[src/rtl/muldiv_pkg.sv]
// muldiv_pkg: shared encodings for the multi-cycle multiply/divide unit.
//   op_e    : operation select carried on muldiv_unit.op
//   state_e : controller states (IDLE -> RUN -> FIN -> IDLE)
package muldiv_pkg;

  typedef enum logic [1:0] {
    OP_MULTU = 2'b00,
    OP_MULT  = 2'b01,
    OP_DIVU  = 2'b10,
    OP_DIV   = 2'b11
  } op_e;

  typedef enum logic [1:0] {
    S_IDLE = 2'b00,
    S_RUN  = 2'b01,
    S_FIN  = 2'b10
  } state_e;

endpackage : muldiv_pkg

[src/rtl/muldiv_signfix.sv]
// muldiv_signfix: combinational conditional two's-complement negation.
//   N       : datapath width (2W for product/quotient, W for remainder)
//   i_val   : magnitude to fix
//   i_neg   : 1 = negate i_val
//   o_val_c : i_neg ? -i_val : i_val (combinational)
module muldiv_signfix #(
  parameter int unsigned N = 64
) (
  input  logic [N-1:0] i_val,
  input  logic         i_neg,
  output logic [N-1:0] o_val_c
);

  assign o_val_c = i_neg ? (~i_val + N'(1)) : i_val;

endmodule : muldiv_signfix

[src/rtl/muldiv_unit.sv]
// muldiv_unit: sequential multiply/divide engine with architectural HI/LO.
//   Radix-2 shift-add multiply and restoring divide, one bit per cycle.
//   Build option: define MULDIV_DIV_EN to include the divider; without it
//   a start with op[1]=1 is ignored and no divide logic exists.
// Ports:
//   clk, rst      : clock, asynchronous active-high reset
//   start, op     : launch request (sampled in IDLE) and operation select
//   a, b          : multiplicand/dividend, multiplier/divisor
//   we_hi, we_lo  : mthi/mtlo enables (honoured in IDLE only), data on wd
//   busy, done    : operation in progress / one-cycle result pulse
//   hi, lo        : HI and LO registers
module muldiv_unit
  import muldiv_pkg::*;
#(
  parameter int unsigned W = 32
) (
  input  logic         clk,
  input  logic         rst,
  input  logic         start,
  input  logic [1:0]   op,
  input  logic [W-1:0] a,
  input  logic [W-1:0] b,
  input  logic         we_hi,
  input  logic         we_lo,
  input  logic [W-1:0] wd,
  output logic         busy,
  output logic         done,
  output logic [W-1:0] hi,
  output logic [W-1:0] lo
);

  localparam int unsigned CW = $clog2(W);
  localparam int unsigned W2 = 2 * W;
`ifdef MULDIV_DIV_EN
  localparam logic DIV_EN = 1'b1;
`else
  localparam logic DIV_EN = 1'b0;
`endif

  state_e        r_state;
  state_e        w_next;
  logic          w_accept;
  logic          w_finish;

  logic          r_prep;
  logic [CW-1:0] r_cnt;
  logic          r_signed;
  logic          r_neg_res;
  logic [W-1:0]  r_opa;
  logic [W-1:0]  r_opb;
  logic [W-1:0]  r_opb_mag;
  logic [W2-1:0] r_acc;
  logic          r_busy;
  logic          r_done;
  logic [W-1:0]  r_hi;
  logic [W-1:0]  r_lo;

  logic [W-1:0]  w_mag_a;
  logic [W-1:0]  w_mag_b;
  logic [W:0]    w_sum;
  logic [W2-1:0] w_acc_mul;
  logic [W2-1:0] w_acc_step;
  logic [W2-1:0] w_fix_in;
  logic [W2-1:0] w_fix_prod;
  logic [W-1:0]  w_res_hi;
  logic [W-1:0]  w_res_lo;
  logic          w_sa;
  logic          w_sb;

`ifdef MULDIV_DIV_EN
  logic          r_div;
  logic          r_neg_rem;
  logic          r_bzero;
  logic [W:0]    w_trial;
  logic [W:0]    w_diff;
  logic [W2-1:0] w_acc_div;
  logic [W-1:0]  w_fix_rem;
`endif

  assign busy = r_busy;
  assign done = r_done;
  assign hi   = r_hi;
  assign lo   = r_lo;

  // Operand signs only matter for the signed ops (op[0]=1).
  assign w_sa = op[0] & a[W-1];
  assign w_sb = op[0] & b[W-1];

  // Magnitudes are taken from the captured raw operands during the first RUN cycle.
  assign w_mag_a = (r_signed && r_opa[W-1]) ? (~r_opa + W'(1)) : r_opa;
  assign w_mag_b = (r_signed && r_opb[W-1]) ? (~r_opb + W'(1)) : r_opb;

  // Shift-add step: acc = {partial product, remaining multiplier bits}.
  assign w_sum     = {1'b0, r_acc[W2-1:W]} + (r_acc[0] ? {1'b0, r_opb_mag} : (W+1)'(0));
  assign w_acc_mul = {w_sum, r_acc[W-1:1]};

`ifdef MULDIV_DIV_EN
  // Restoring step: acc = {remainder, remaining dividend / quotient bits}.
  assign w_trial   = r_acc[W2-1:W-1];
  assign w_diff    = w_trial - {1'b0, r_opb_mag};
  assign w_acc_div = w_diff[W] ? {w_trial[W-1:0], r_acc[W-2:0], 1'b0}
                               : {w_diff[W-1:0],  r_acc[W-2:0], 1'b1};
  assign w_acc_step = r_div ? w_acc_div : w_acc_mul;
  assign w_fix_in   = r_div ? {W'(0), r_acc[W-1:0]} : r_acc;

  muldiv_signfix #(.N(W)) u_fix_rem (
    .i_val   (r_acc[W2-1:W]),
    .i_neg   (r_neg_rem),
    .o_val_c (w_fix_rem)
  );
`else
  assign w_acc_step = w_acc_mul;
  assign w_fix_in   = r_acc;
`endif

  // Product or quotient sign fix.
  muldiv_signfix #(.N(W2)) u_fix_prod (
    .i_val   (w_fix_in),
    .i_neg   (r_neg_res),
    .o_val_c (w_fix_prod)
  );

  // Result selection presented to HI/LO on the FIN -> IDLE edge.
  always_comb begin
    w_res_hi = w_fix_prod[W2-1:W];
    w_res_lo = w_fix_prod[W-1:0];
`ifdef MULDIV_DIV_EN
    if (r_div) begin
      if (r_bzero) begin
        w_res_hi = r_opa;
        w_res_lo = '1;
      end else begin
        w_res_hi = w_fix_rem;
        w_res_lo = w_fix_prod[W-1:0];
      end
    end
`endif
  end

  // State register.
  always_ff @(posedge clk or posedge rst) begin
    if (rst) r_state <= S_IDLE;
    else     r_state <= w_next;
  end

  // Next-state and control strobes.
  always_comb begin
    w_next   = r_state;
    w_accept = 1'b0;
    w_finish = 1'b0;
    case (r_state)
      S_IDLE: begin
        if (start && (DIV_EN || !op[1])) begin
          w_accept = 1'b1;
          w_next   = S_RUN;
        end
      end
      S_RUN: begin
        if (!r_prep && (r_cnt == CW'(0))) w_next = S_FIN;
      end
      S_FIN: begin
        w_finish = 1'b1;
        w_next   = S_IDLE;
      end
      default: w_next = S_IDLE;
    endcase
  end

  // Datapath, handshake and HI/LO registers.
  always_ff @(posedge clk or posedge rst) begin
    if (rst) begin
      r_prep    <= 1'b0;
      r_cnt     <= '0;
      r_signed  <= 1'b0;
      r_neg_res <= 1'b0;
      r_opa     <= '0;
      r_opb     <= '0;
      r_opb_mag <= '0;
      r_acc     <= '0;
      r_busy    <= 1'b0;
      r_done    <= 1'b0;
      r_hi      <= '0;
      r_lo      <= '0;
`ifdef MULDIV_DIV_EN
      r_div     <= 1'b0;
      r_neg_rem <= 1'b0;
      r_bzero   <= 1'b0;
`endif
    end else begin
      // busy covers the W step cycles plus FIN, not the magnitude cycle.
      r_busy <= (r_state != S_IDLE) && (w_next != S_IDLE);
      r_done <= w_finish;

      if (w_accept) begin
        r_opa     <= a;
        r_opb     <= b;
        r_signed  <= op[0];
        r_neg_res <= w_sa ^ w_sb;
        r_cnt     <= CW'(W - 1);
        r_prep    <= 1'b1;
`ifdef MULDIV_DIV_EN
        r_div     <= op[1];
        r_neg_rem <= w_sa;
        r_bzero   <= (b == '0);
`endif
      end else if (r_state == S_RUN) begin
        if (r_prep) begin
          r_prep    <= 1'b0;
          r_acc     <= {W'(0), w_mag_a};
          r_opb_mag <= w_mag_b;
        end else begin
          r_acc <= w_acc_step;
          r_cnt <= r_cnt - CW'(1);
        end
      end

      if (w_finish) begin
        r_hi <= w_res_hi;
        r_lo <= w_res_lo;
      end else if (r_state == S_IDLE) begin
        if (we_hi) r_hi <= wd;
        if (we_lo) r_lo <= wd;
      end
    end
  end

endmodule : muldiv_unit

[config.mk]
export PLATFORM = sky130hd
export DESIGN_NAME = muldiv_unit
export DESIGN_NICKNAME = d
export VERILOG_FILES = /design/src/rtl/muldiv_pkg.sv /design/src/rtl/muldiv_signfix.sv /design/src/rtl/muldiv_unit.sv
export SDC_FILE = /design/constraint.sdc
export NUM_CORES = 1
export LEC_CHECK = 0
export CAP_MARGIN = 20
export CORE_MARGIN = 3
export CORE_UTILIZATION = 57
export DETAILED_ROUTE_END_ITERATION = 8
export GPL_TIMING_DRIVEN = 0
export PLACE_DENSITY_LB_ADDON = 0.1
export SLEW_MARGIN = 15
export SYNTH_ARGS = -nofsm -noshare
export SYNTH_HDL_FRONTEND = slang
export SYNTH_SLANG_ARGS = --single-unit
[constraint.sdc]
create_clock -name clk -period 7.8 [get_ports clk]
set_input_delay 0.78 -clock clk [delete_from_list [all_inputs] [get_ports clk]]
set_output_delay 0.78 -clock clk [all_outputs]
set_load 0.005 [all_outputs]
==> out/summary.md <==
In this run the most critical hold path is launched from r_opb_mag[29]. The maximum level of the CTS H-tree was 1. After layout, the worst path uses 52.76% of the clock period. In the final routed layout, each cell accounts on average for 19.16 um.

The half-perimeter wire length after detailed placement is 32280 um. The run gives 68 as the count of unique library cells instantiated by Yosys. The run gives 0 as the max-slew violation count.

In this run the most used layer during global routing was met2. In the layout the commonest cells are nand2_1, dfrtp_1, o21ai_0. Counting instances, the worst hold path has a depth of 2.

The worst register-to-register path begins at r_acc[0]. The endpoint class of the critical path is a flip-flop. Once placement completed, the tool counted placed cells totaling 2147. The floorplan has 56 rows. Power per standard cell area: 338.3 nW/um^2.

After synthesis, the share of flip-flops with an asynchronous set or reset is 100.0%. The average cell area after synthesis was 8.380 um^2; the aggregate global-route resource usage was 32.09%. Summing every instance area after synthesis gives 13890 um^2. The cell repeated most along the worst path is clkbuf_1. The violation count after the first detailed-routing iteration is 1331, and the number of synthesized flops with an enable pin is 0.

Most common cell after layout, fill and taps aside: nand2_1. In the post-synthesis netlist, the biggest area contributors are dfrtp_1, nand2_1, o21ai_0, xor2_1, xnor2_1. The type of the worst setup path was reg -> reg.

Detailed routing inserted a total of 13176 vias. In the synthesized netlist, the number of instances is 1658. The logs give 0 for the number of buffers inserted to repair setup after CTS and 26 for the clock buffer count from CTS. TritonCTS built the clock tree. Clock skew on the completed layout was measured at 16.39 ps. Input and output buffers added on the ports amount to 168. During synthesis, Yosys emitted a total of 0 warnings. In this run the static leakage power is 7.223 nW. The tools report the pin count of the biggest net entering global routing as 110. The run finished with clean final reports.

Global routing consumed, on the met1 layer, 46.16% of the routing resources. Final cell count without fillers: 2195. The path class of the tightest hold or removal check is reg -> reg. The floorplan step defined a die boundary enclosing 26280 um^2. Clock latency on the worst-skew pair, taken at its later pin, is 550 ps. In this design, the stage delay of the slowest critical-path cell is 510 ps.

The die is 162.1 um wide. Compared with the post-synthesis result, the final layout area differs by 22.16%. The starting utilization of the core area is 58.66%, and the detailed-route DRC error count is 0. The top cell type by area accounts for 42.51% of the synthesized area. The run gives 49.14% as the met2 usage. The run gives 42.51% as the register area share after synthesis.

The maximum vdd drop was 199.4 uV; the data arrival time of the critical path was 4570 ps. Core footprint: 23680 um^2. In the synthesized netlist the dominant register cell turns out to be dfrtp_1. Counting every net in the synthesized netlist gives 1798. The cell type contributing the most total cell area after synthesis was dfrtp_1. Of the cells placed in the final design, the portion with a size suffix greater than 1 is 3.785%.

The logs give 1939 for the number of inserted filler cells in the final layout and 243.0 MHz for the maximum clock frequency. The setup check on the worst reg-to-reg path leaves a slack of 3680 ps. The die is 162.1 um tall. 169 I/O pins were placed.

The logs give 0 for the number of antenna-violating nets in the routed design and 0 for the remaining global-route overflow. The run gives 42050 um as the routed wire length. The number of antenna diodes in the final layout is 0. The number of register bits inferred by synthesis came out at 236.

The shortest clock period the worst path allows after layout came out at 4115 ps. The congestion estimate from routability-driven global placement came to 0.9576. The slowest stage of the critical path is the o21ai_0 cell. Setup repair after global routing left no endpoint under its margin. The global-route wire length before repair was 67830 um; the net count of the finished layout was 1996. The tools report the number of global-route vias before repair as 12737.

The tool flagged a number of max-cap violations equal to 0. At the pin with the least slew margin, the transition time is 787.4 ps. The critical path goes through clkbuf_1 -> clkbuf_1 -> and2_1 -> ha_1 -> inv_1 -> fa_1 -> nor2b_1 -> o2111ai_1 -> a21boi_0 -> nor4_1 -> o21ai_0 -> o22ai_1 -> o21a_1 -> nor3_1.

The tools report the total setup violations reported at the end of the flow as 0. Kind of launch point of the worst setup path: a flip-flop. For this run, global-route usage on met3 was measured as 5.279%.

The tools report the hold path endpoint as r_opb_mag[29]. The logs give 3 for the buffer levels on the longest clock path and 6 for the number of detailed-route iterations in the first pass. STA puts the critical path data required time at 8250 ps. The tree is rooted in a clkbuf_16. The clock slew seen by the registers of the worst setup and hold paths is 60 ps. Counting cells, the worst reg-to-reg path comes to 14.

Of all nets on the critical path, the largest fanout is 10. The average vias per placed instance is 6.003, and the overall power consumption is 5.741 mW. The number of antenna violations at the first check in global routing was 0; the number of clock sinks was 236. The count of instances resized after the clock tree is built is 0. The number of hold violations in the final report came out at 0. In this run the tightest slew margin relative to its limit is 47.31%. Buffers inserted to repair hold after CTS numbered 0. The worst register-to-register path ends at r_acc[63].
cell families (layout without fill, tap and decap cells):
logic type | Yosys count | in the layout | synth area share [%]
AND/OR/NAND/NOR | 685 | 685 | 22.06
AO/OA/AOI/OAI | 429 | 429 | 19.17
flip-flops | 236 | 236 | 42.51
XOR/XNOR | 132 | 132 | 8.321
buffers and inverters | 122 | 340 | 3.305
adder cells (fa/ha/maj) | 37 | 37 | 3.386
multiplexers | 17 | 17 | 1.252
stage by stage:
stage	instance area [um^2]	setup WS [ps]	hold slack, ps	utilization (%)	setup TNS [ps]
CTS	16970	3726	475.4	71.67	0
global route	16970	3343	491.0	71.67	0
detailed placement	16040	3809	462.6	67.71	0
floorplan	13890	545.3	442.4	-	0
finish	16970	3685	467.9	71.67	0
global placement	15970	-2366	455.5	67.45	-553390
sequential cells by signal (all words and copies together) (netlist names), 2 cells and up:
| signal | cells |
|---|---|
| r_acc | 64 |
| hi | 32 |
| lo | 32 |
| r_opa | 32 |
| r_opb | 32 |
| r_opb_mag | 32 |
| r_cnt | 5 |
| r_state | 2 |
critical path, delay by kind of cell, from the launching register on:
family | cells | cell delay, ps
buffers and inverters | 3 | 840
AO/OA/AOI/OAI | 5 | 1610
AND/OR/NAND/NOR | 4 | 710
adder cells (fa/ha/maj) | 2 | 550
flip-flops | 1 | 320
Yosys cell counts (all sizes together) (17+ instances only):
library cell and instances:
nand2 413, dfrtp 236, o21ai 193, nor2 89, clkbuf 82, xor2 80, a21oi 70, xnor2 52
and2 40, ha 36, o31ai 34, inv 27, nor3 24, or3 22, o41ai 20, nand3 18
o221ai 17
worst max-delay path by stage:
| stage | depth (start not counted) | slack, ps | startpoint | endpoint |
|---|---|---|---|---|
| floorplan | 1 | 550 | rst | busy |
| global placement | 2 | -2370 | rst | r_opb[13] |
| detailed placement | 14 | 3810 | r_acc[0] | r_acc[63] |
| CTS | 14 | 3730 | r_acc[0] | r_acc[63] |
| global route | 14 | 3340 | r_acc[0] | r_acc[63] |
| finish | 14 | 3680 | r_acc[0] | r_acc[63] |
area by class of cell:
cell class	count	area (um^2)	area share (%)
Buffer	95	357.8	2.108
Clock buffer	37	752.0	4.431
Clock inverter	11	183.9	1.084
Inverter	27	108.9	0.6414
Multi-Input combinational cell	1300	7528	44.36
Sequential cell	236	5906	34.80
Tap cell	319	399.1	2.352
Timing Repair Buffer	170	1737	10.23
where the power goes:
group,leakage [nW],switching (mW),internal (mW)
registers,2.94,0.542,1.67
clock network,0.461,0.517,0.807
logic,3.83,1.24,0.972
total,7.22,2.29,3.45
layer usage:
| metal | up-vias | part of all wire [%] |
|---|---|---|
| met3 | 120 | 8.7 |
| met5 | - | 0 |
| met4 | 0 | 4.4 |
| met2 | 633 | 43 |
| met1 | 6232 | 44 |
| li1 | 6191 | - |
Power figures use the tool's default switching activity.
